File: src/rtl/mem_port_arbiter_pkg.sv
// Shared definitions for the unified memory port arbiter: FSM state
// encodings, requester port indices and a one-hot to index helper.
package mem_port_arbiter_pkg;

   typedef enum logic [1:0] {
      ARB_IDLE   = 2'd0,
      ARB_ACCESS = 2'd1,
      ARB_RESP   = 2'd2
   } arb_state_t;

   localparam int unsigned ARB_PORT_IF   = 0;
   localparam int unsigned ARB_PORT_DATA = 1;
   localparam int unsigned ARB_PORT_DBG  = 2;

   function automatic logic [1:0] onehot_idx(input logic [2:0] oh);
      if (oh[ARB_PORT_DATA]) return 2'd1;
      if (oh[ARB_PORT_DBG])  return 2'd2;
      return 2'd0;
   endfunction

endpackage

File: src/rtl/mem_port_arbiter_pick3.sv
// Combinational one-hot winner select over three requesters.
// MEM_ARB_RR_EN selects round-robin from a last-grant pointer; otherwise fixed 1 > 0 > 2.
module arb_pick3
   import mem_port_arbiter_pkg::*;
(
   input  logic [2:0] req,
`ifdef MEM_ARB_RR_EN
   input  logic [1:0] last,
`endif
   output logic [2:0] gnt
);

`ifdef MEM_ARB_RR_EN
   logic [1:0] p0, p1, p2;

   // Search order begins one past the last grant, wrapping modulo 3.
   always_comb begin
      case (last)
         2'd0:    begin p0 = 2'd1; p1 = 2'd2; p2 = 2'd0; end
         2'd1:    begin p0 = 2'd2; p1 = 2'd0; p2 = 2'd1; end
         default: begin p0 = 2'd0; p1 = 2'd1; p2 = 2'd2; end
      endcase
      gnt = '0;
      if (req[p0])      gnt[p0] = 1'b1;
      else if (req[p1]) gnt[p1] = 1'b1;
      else if (req[p2]) gnt[p2] = 1'b1;
   end
`else
   always_comb begin
      gnt = '0;
      if (req[ARB_PORT_DATA])    gnt[ARB_PORT_DATA] = 1'b1;
      else if (req[ARB_PORT_IF]) gnt[ARB_PORT_IF]   = 1'b1;
      else if (req[ARB_PORT_DBG]) gnt[ARB_PORT_DBG] = 1'b1;
   end
`endif

endmodule

File: src/rtl/mem_port_arbiter.sv
// Three-port arbiter for the unified memory port with a ready handshake and
// watchdog timeout. Define MEM_ARB_RR_EN for round-robin arbitration.
module mem_port_arbiter
   import mem_port_arbiter_pkg::*;
#(
   parameter int ADDR_W  = 26,
   parameter int DATA_W  = 32,
   parameter int TMO_W   = 4,
   parameter int TMO_CYC = 12
) (
   input  logic                  CLK,
   input  logic                  RST,
   input  logic [2:0]            REQ,
   input  logic [2:0]            WE,
   input  logic [3*ADDR_W-1:0]   ADDR,
   input  logic [3*DATA_W-1:0]   WDATA,
   output logic [2:0]            GNT,
   output logic [2:0]            DONE,
   output logic                  ERR,
   output logic [DATA_W-1:0]     RDATA,
   output logic [ADDR_W-1:0]     MEM_ADDR,
   output logic [DATA_W-1:0]     MEM_WDATA,
   output logic                  MEM_READ,
   output logic                  MEM_WRITE,
   input  logic [DATA_W-1:0]     MEM_RDATA,
   input  logic                  MEM_READY,
   output logic                  BUSY
);

   localparam logic [TMO_W-1:0] TMO_LAST = TMO_W'(TMO_CYC - 1);

   arb_state_t       state;
   logic [TMO_W-1:0] tmo_cnt;
   logic [2:0]       pick;
   logic [1:0]       widx;

`ifdef MEM_ARB_RR_EN
   logic [1:0] last_q;

   arb_pick3 u_pick (.req(REQ), .last(last_q), .gnt(pick));
`else
   arb_pick3 u_pick (.req(REQ), .gnt(pick));
`endif

   assign widx = onehot_idx(pick);

   always_ff @(posedge CLK or negedge RST) begin
      if (!RST) begin
         state     <= ARB_IDLE;
         tmo_cnt   <= '0;
         GNT       <= '0;
         DONE      <= '0;
         ERR       <= 1'b0;
         RDATA     <= '0;
         MEM_ADDR  <= '0;
         MEM_WDATA <= '0;
         MEM_READ  <= 1'b0;
         MEM_WRITE <= 1'b0;
         BUSY      <= 1'b0;
`ifdef MEM_ARB_RR_EN
         last_q    <= 2'd2;
`endif
      end else begin
         DONE <= '0;
         case (state)
            ARB_IDLE: begin
               if (|REQ) begin
                  GNT       <= pick;
                  MEM_ADDR  <= ADDR[widx*ADDR_W +: ADDR_W];
                  MEM_WDATA <= WDATA[widx*DATA_W +: DATA_W];
                  MEM_READ  <= ~WE[widx];
                  MEM_WRITE <= WE[widx];
                  BUSY      <= 1'b1;
                  tmo_cnt   <= '0;
                  state     <= ARB_ACCESS;
               end
            end
            ARB_ACCESS: begin
               tmo_cnt <= tmo_cnt + 1'b1;
               // A ready on the final watchdog cycle still completes cleanly.
               if (MEM_READY) begin
                  if (MEM_READ) RDATA <= MEM_RDATA;
                  MEM_READ  <= 1'b0;
                  MEM_WRITE <= 1'b0;
                  DONE      <= GNT;
                  ERR       <= 1'b0;
                  state     <= ARB_RESP;
               end else if (tmo_cnt == TMO_LAST) begin
                  MEM_READ  <= 1'b0;
                  MEM_WRITE <= 1'b0;
                  DONE      <= GNT;
                  ERR       <= 1'b1;
                  state     <= ARB_RESP;
               end
            end
            ARB_RESP: begin
               GNT       <= '0;
               ERR       <= 1'b0;
               tmo_cnt   <= '0;
               MEM_ADDR  <= '0;
               MEM_WDATA <= '0;
               BUSY      <= 1'b0;
`ifdef MEM_ARB_RR_EN
               last_q    <= onehot_idx(GNT);
`endif
               state     <= ARB_IDLE;
            end
            default: state <= ARB_IDLE;
         endcase
      end
   end

endmodule
File: config.mk
export PLATFORM = sky130hd
export DESIGN_NAME = mem_port_arbiter
export DESIGN_NICKNAME = d
export VERILOG_FILES = /design/src/rtl/mem_port_arbiter_pkg.sv /design/src/rtl/mem_port_arbiter_pick3.sv /design/src/rtl/mem_port_arbiter.sv
export SDC_FILE = /design/constraint.sdc
export NUM_CORES = 1
export LEC_CHECK = 0
export CAP_MARGIN = 10
export CORE_MARGIN = 4
export CORE_UTILIZATION = 39
export CTS_BUF_LIST = sky130_fd_sc_hd__clkbuf_8
export CTS_CLUSTER_DIAMETER = 60
export DETAILED_ROUTE_END_ITERATION = 8
export HOLD_SLACK_MARGIN = 0.05
export PLACE_DENSITY = 0.87
export REMOVE_ABC_BUFFERS = 1
export SYNTH_ARGS = -nofsm -noshare
export SYNTH_HDL_FRONTEND = slang
export SYNTH_SLANG_ARGS = --single-unit
File: constraint.sdc
create_clock -name CLK -period 2.1 [get_ports CLK]
set_input_delay 0.525 -clock CLK [delete_from_list [all_inputs] [get_ports CLK]]
set_output_delay 0.525 -clock CLK [all_outputs]
set_load 0.005 [all_outputs]
==> results.yml <==
final_layout:
  fin_area_um2: 8837
  final_cells: 1017
  multi_input_area_um2: 2331
  antenna_cells: 0
  final.fill_count: 1056
  synthToLayoutAreaGrowth_pct: 69.17
  nets: 1055
  drive_above_1_share_pct: 4.994
  regArea_um2: 2653
clock_network:
  ctsHoldBuffers: 1
  post-cts-setup-buffer-count: 0
  numCtsBuffers: 9
  clk_latency_ps: 360
  cts_resized: 0
  htreeDepth: 3
  cts_buffer_depth: 2
  cts-root-buf: "clkbuf_8"
  clk_pin_slew_ps: 100
  cts_sinks: 106
  cts_tree: "done"
setup_path:
  worst-path-max-fanout: 32
  r2r_cells: 7
  reg2reg_slack_ps: 210
  r2r-start: "state[1]"
  crit_chain: "inv_1, ha_1, or4b_4, o21ai_4, buf_12, nand2_1, o21ai_1"
  crit_slowest_cell: "or4b_4"
  cp-start-kind: "flop"
  setup.worst_path.class: "flop to flop"
  arrival_ps: 2170
  endpoint_kind: "flop"
  cp.required_ps: 2380
  slowest_delay_ps: 540
  reg2reg_to: "MEM_WDATA[26]"
placement:
  io_buffers: 314
  dp_hpwl_mm: 13.00
  place_area_um2: 8627
  gp_congestion: 0.7679
  dp_cells: 1000
route:
  drc_errors: 0
  first_iter_violations: 283
  drt-vias-per-instance: 4.860
  detail_route.wl_per_cell_um: 16.34
  ant_nets: 0
  dr.pass1.iters: 5
  routed_wl_mm: 16.62
  num_vias: 4943
timing:
  fin_crit_sh_pct: 89.98
  fin_skew_ps: 8.749
  holdWs_ps: 487.8
  setup_violations: 0
  period_minus_slack_ps: 1890
  fmax_mhz: 529.2
  rsz0062_at_grt: "false"
  setup-tns-final_ps: 0
  maxSlewHeadroom_pct: 64.98
  finalHoldViolCount: 0
  worstMarginPinSlew_ps: 525.3
  slew_viol_final: 0
global_routing:
  grt_usage_pct: 20.60
  grt-ovfl-total: 0
  grt_pass1_wl_mm: 24.51
  first_global_vias: 4843
  grt_max_degree: 99
  antenna_found_initial: 0
power:
  peakVddDrop_mv: 0.7903
  powerDensity_nw_per_um2: 1070
  leakagePower_nw: 3.822
synthesis:
  synth_area_leaders: "dfrtp_1 (51%), mux2i_1 (11%), mux2_1 (6.9%), o21ai_1 (6.5%), a21oi_1 (5.6%)"
  synth_top_cell_area_share_pct: 50.78
  synth-edff-count: 0
  synthTopCellsByCount: "dfrtp_1 (106), o21ai_1 (68), nand2_1 (65)"
  ys_seq_area_share_pct: 50.78
  yosys_register_bits: 106
  post-synth-top-count-cell: "dfrtp_1"
  yosys.area.top_type: "dfrtp_1"
  yosysWarnings: 0
  postSynthAreaPerCell_um2: 9.875
  ys.flop_type: "dfrtp_1"
  yosysUniqueCellTypes: 31
  ys_async_sr_fraction_pct: 100.0
  syn_inst: 529
  synth_area_um2: 5224
hold_path:
  min_to: "MEM_ADDR[10]"
  min_from: "MEM_ADDR[10]"
  hold_depth: 2
  hp-class: "flop to flop"
run_status:
  status: "finished, final reports clean"
floorplan:
  start_util_pct: 39.60
  rows: 42
  io-pin-count: 315
  core_area_um2: 13190
  die_h_um: 123.7
  dieArea_um2: 15310
  die_x_um: 123.7
run:
  cap_violations: 0
-- final cells by class --
type | instances | area share, %
timing repair buffer | 334 | 38.51
sequential | 106 | 30.02
multi-input combinational | 377 | 26.38
tap | 176 | 2.492
clock buffer | 9 | 1.402
clock inverter | 7 | 0.8637
inverter | 8 | 0.3398
-- critical path: cells and delay by family (launching register included) --
| kind | cells | cell delay (ps) |
|---|---|---|
| AOI/OAI and AO/OA | 2 | 190 |
| adders and majority gates | 1 | 280 |
| buffers and inverters | 2 | 300 |
| DFF | 1 | 420 |
| and+or+nand+nor | 2 | 610 |
-- per-layer routing --
metal,GRT usage [%],wire [um],vias to the layer above
met5,0,0,-
met4,5.052,246,0
met3,7.312,1856,20
met2,37.31,8562,205
met1,23.00,5957,2288
li1,-,-,2430
-- power breakdown --
part | total [mW] | internal, mW | switching (mW)
logic | 4.73 | 2.73 | 2.00
registers | 3.44 | 2.95 | 0.491
clock network | 1.28 | 0.561 | 0.723
-- cell usage in the layout (no fill, tap or decap), types with 2 or more instances in the layout --
cell type / Yosys / routed
a21oi_1: 58 / 58
ha_1: 4 / 4
o21ai_1: 68 / 68
clkbuf_8: 0 / 9
nand3_1: 2 / 2
inv_6: 0 / 2
o31ai_1: 3 / 3
inv_1: 7 / 7
nand2_1: 65 / 65
nor2b_1: 2 / 2
o21ai_0: 4 / 4
buf_4: 0 / 12
clkinvlp_4: 0 / 2
mux2i_1: 59 / 59
buf_12: 0 / 9
clkdlybuf4s50_1: 0 / 312
and2_1: 2 / 2
nor2_1: 62 / 62
nor3b_1: 3 / 2
mux2_1: 32 / 32
o21a_1: 2 / 2
dfrtp_1: 106 / 106
-- cell families after synthesis --
group                      count (synthesis)  share of synthesized area (%)
buffers and inverters                     46                          4.695
muxes                                     91                          18.20
and+or+nand+nor                          142                          11.19
DFF                                      106                          50.78
adders and majority gates                  4                         0.9581
AOI/OAI and AO/OA                        140                          14.18
-- sequential cells by signal, summed over array words and instances (netlist names) --
name       flops
BUSY           1
DONE           3
ERR            1
GNT            3
MEM_ADDR      26
MEM_READ       1
MEM_WDATA     32
MEM_WRITE      1
RDATA         32
state          2
tmo_cnt        4
-- how the worst max path moves through the flow --
stage,startpoint,endpoint,cells after the start
finish,state[1],MEM_WDATA[26],7
global route,state[0],MEM_ADDR[20],7
CTS,state[1],MEM_WDATA[26],7
detailed placement,REQ[0],MEM_ADDR[16],8
global placement,REQ[0],MEM_ADDR[16],8
floorplan,REQ[1],GNT[2],2
-- metrics by stage --
stage	util, %	worst slack [ps]	power [mW]
after detailed placement	65.41	-135.0	8.284
after global routing	67.00	94.77	10.15
after global placement	65.41	-45.15	8.104
after floorplan	-	-5325	5.166
final	67.00	210.5	9.453
after CTS	67.00	213.1	9.587
No activity file was read; power rests on OpenSTA's default activity.
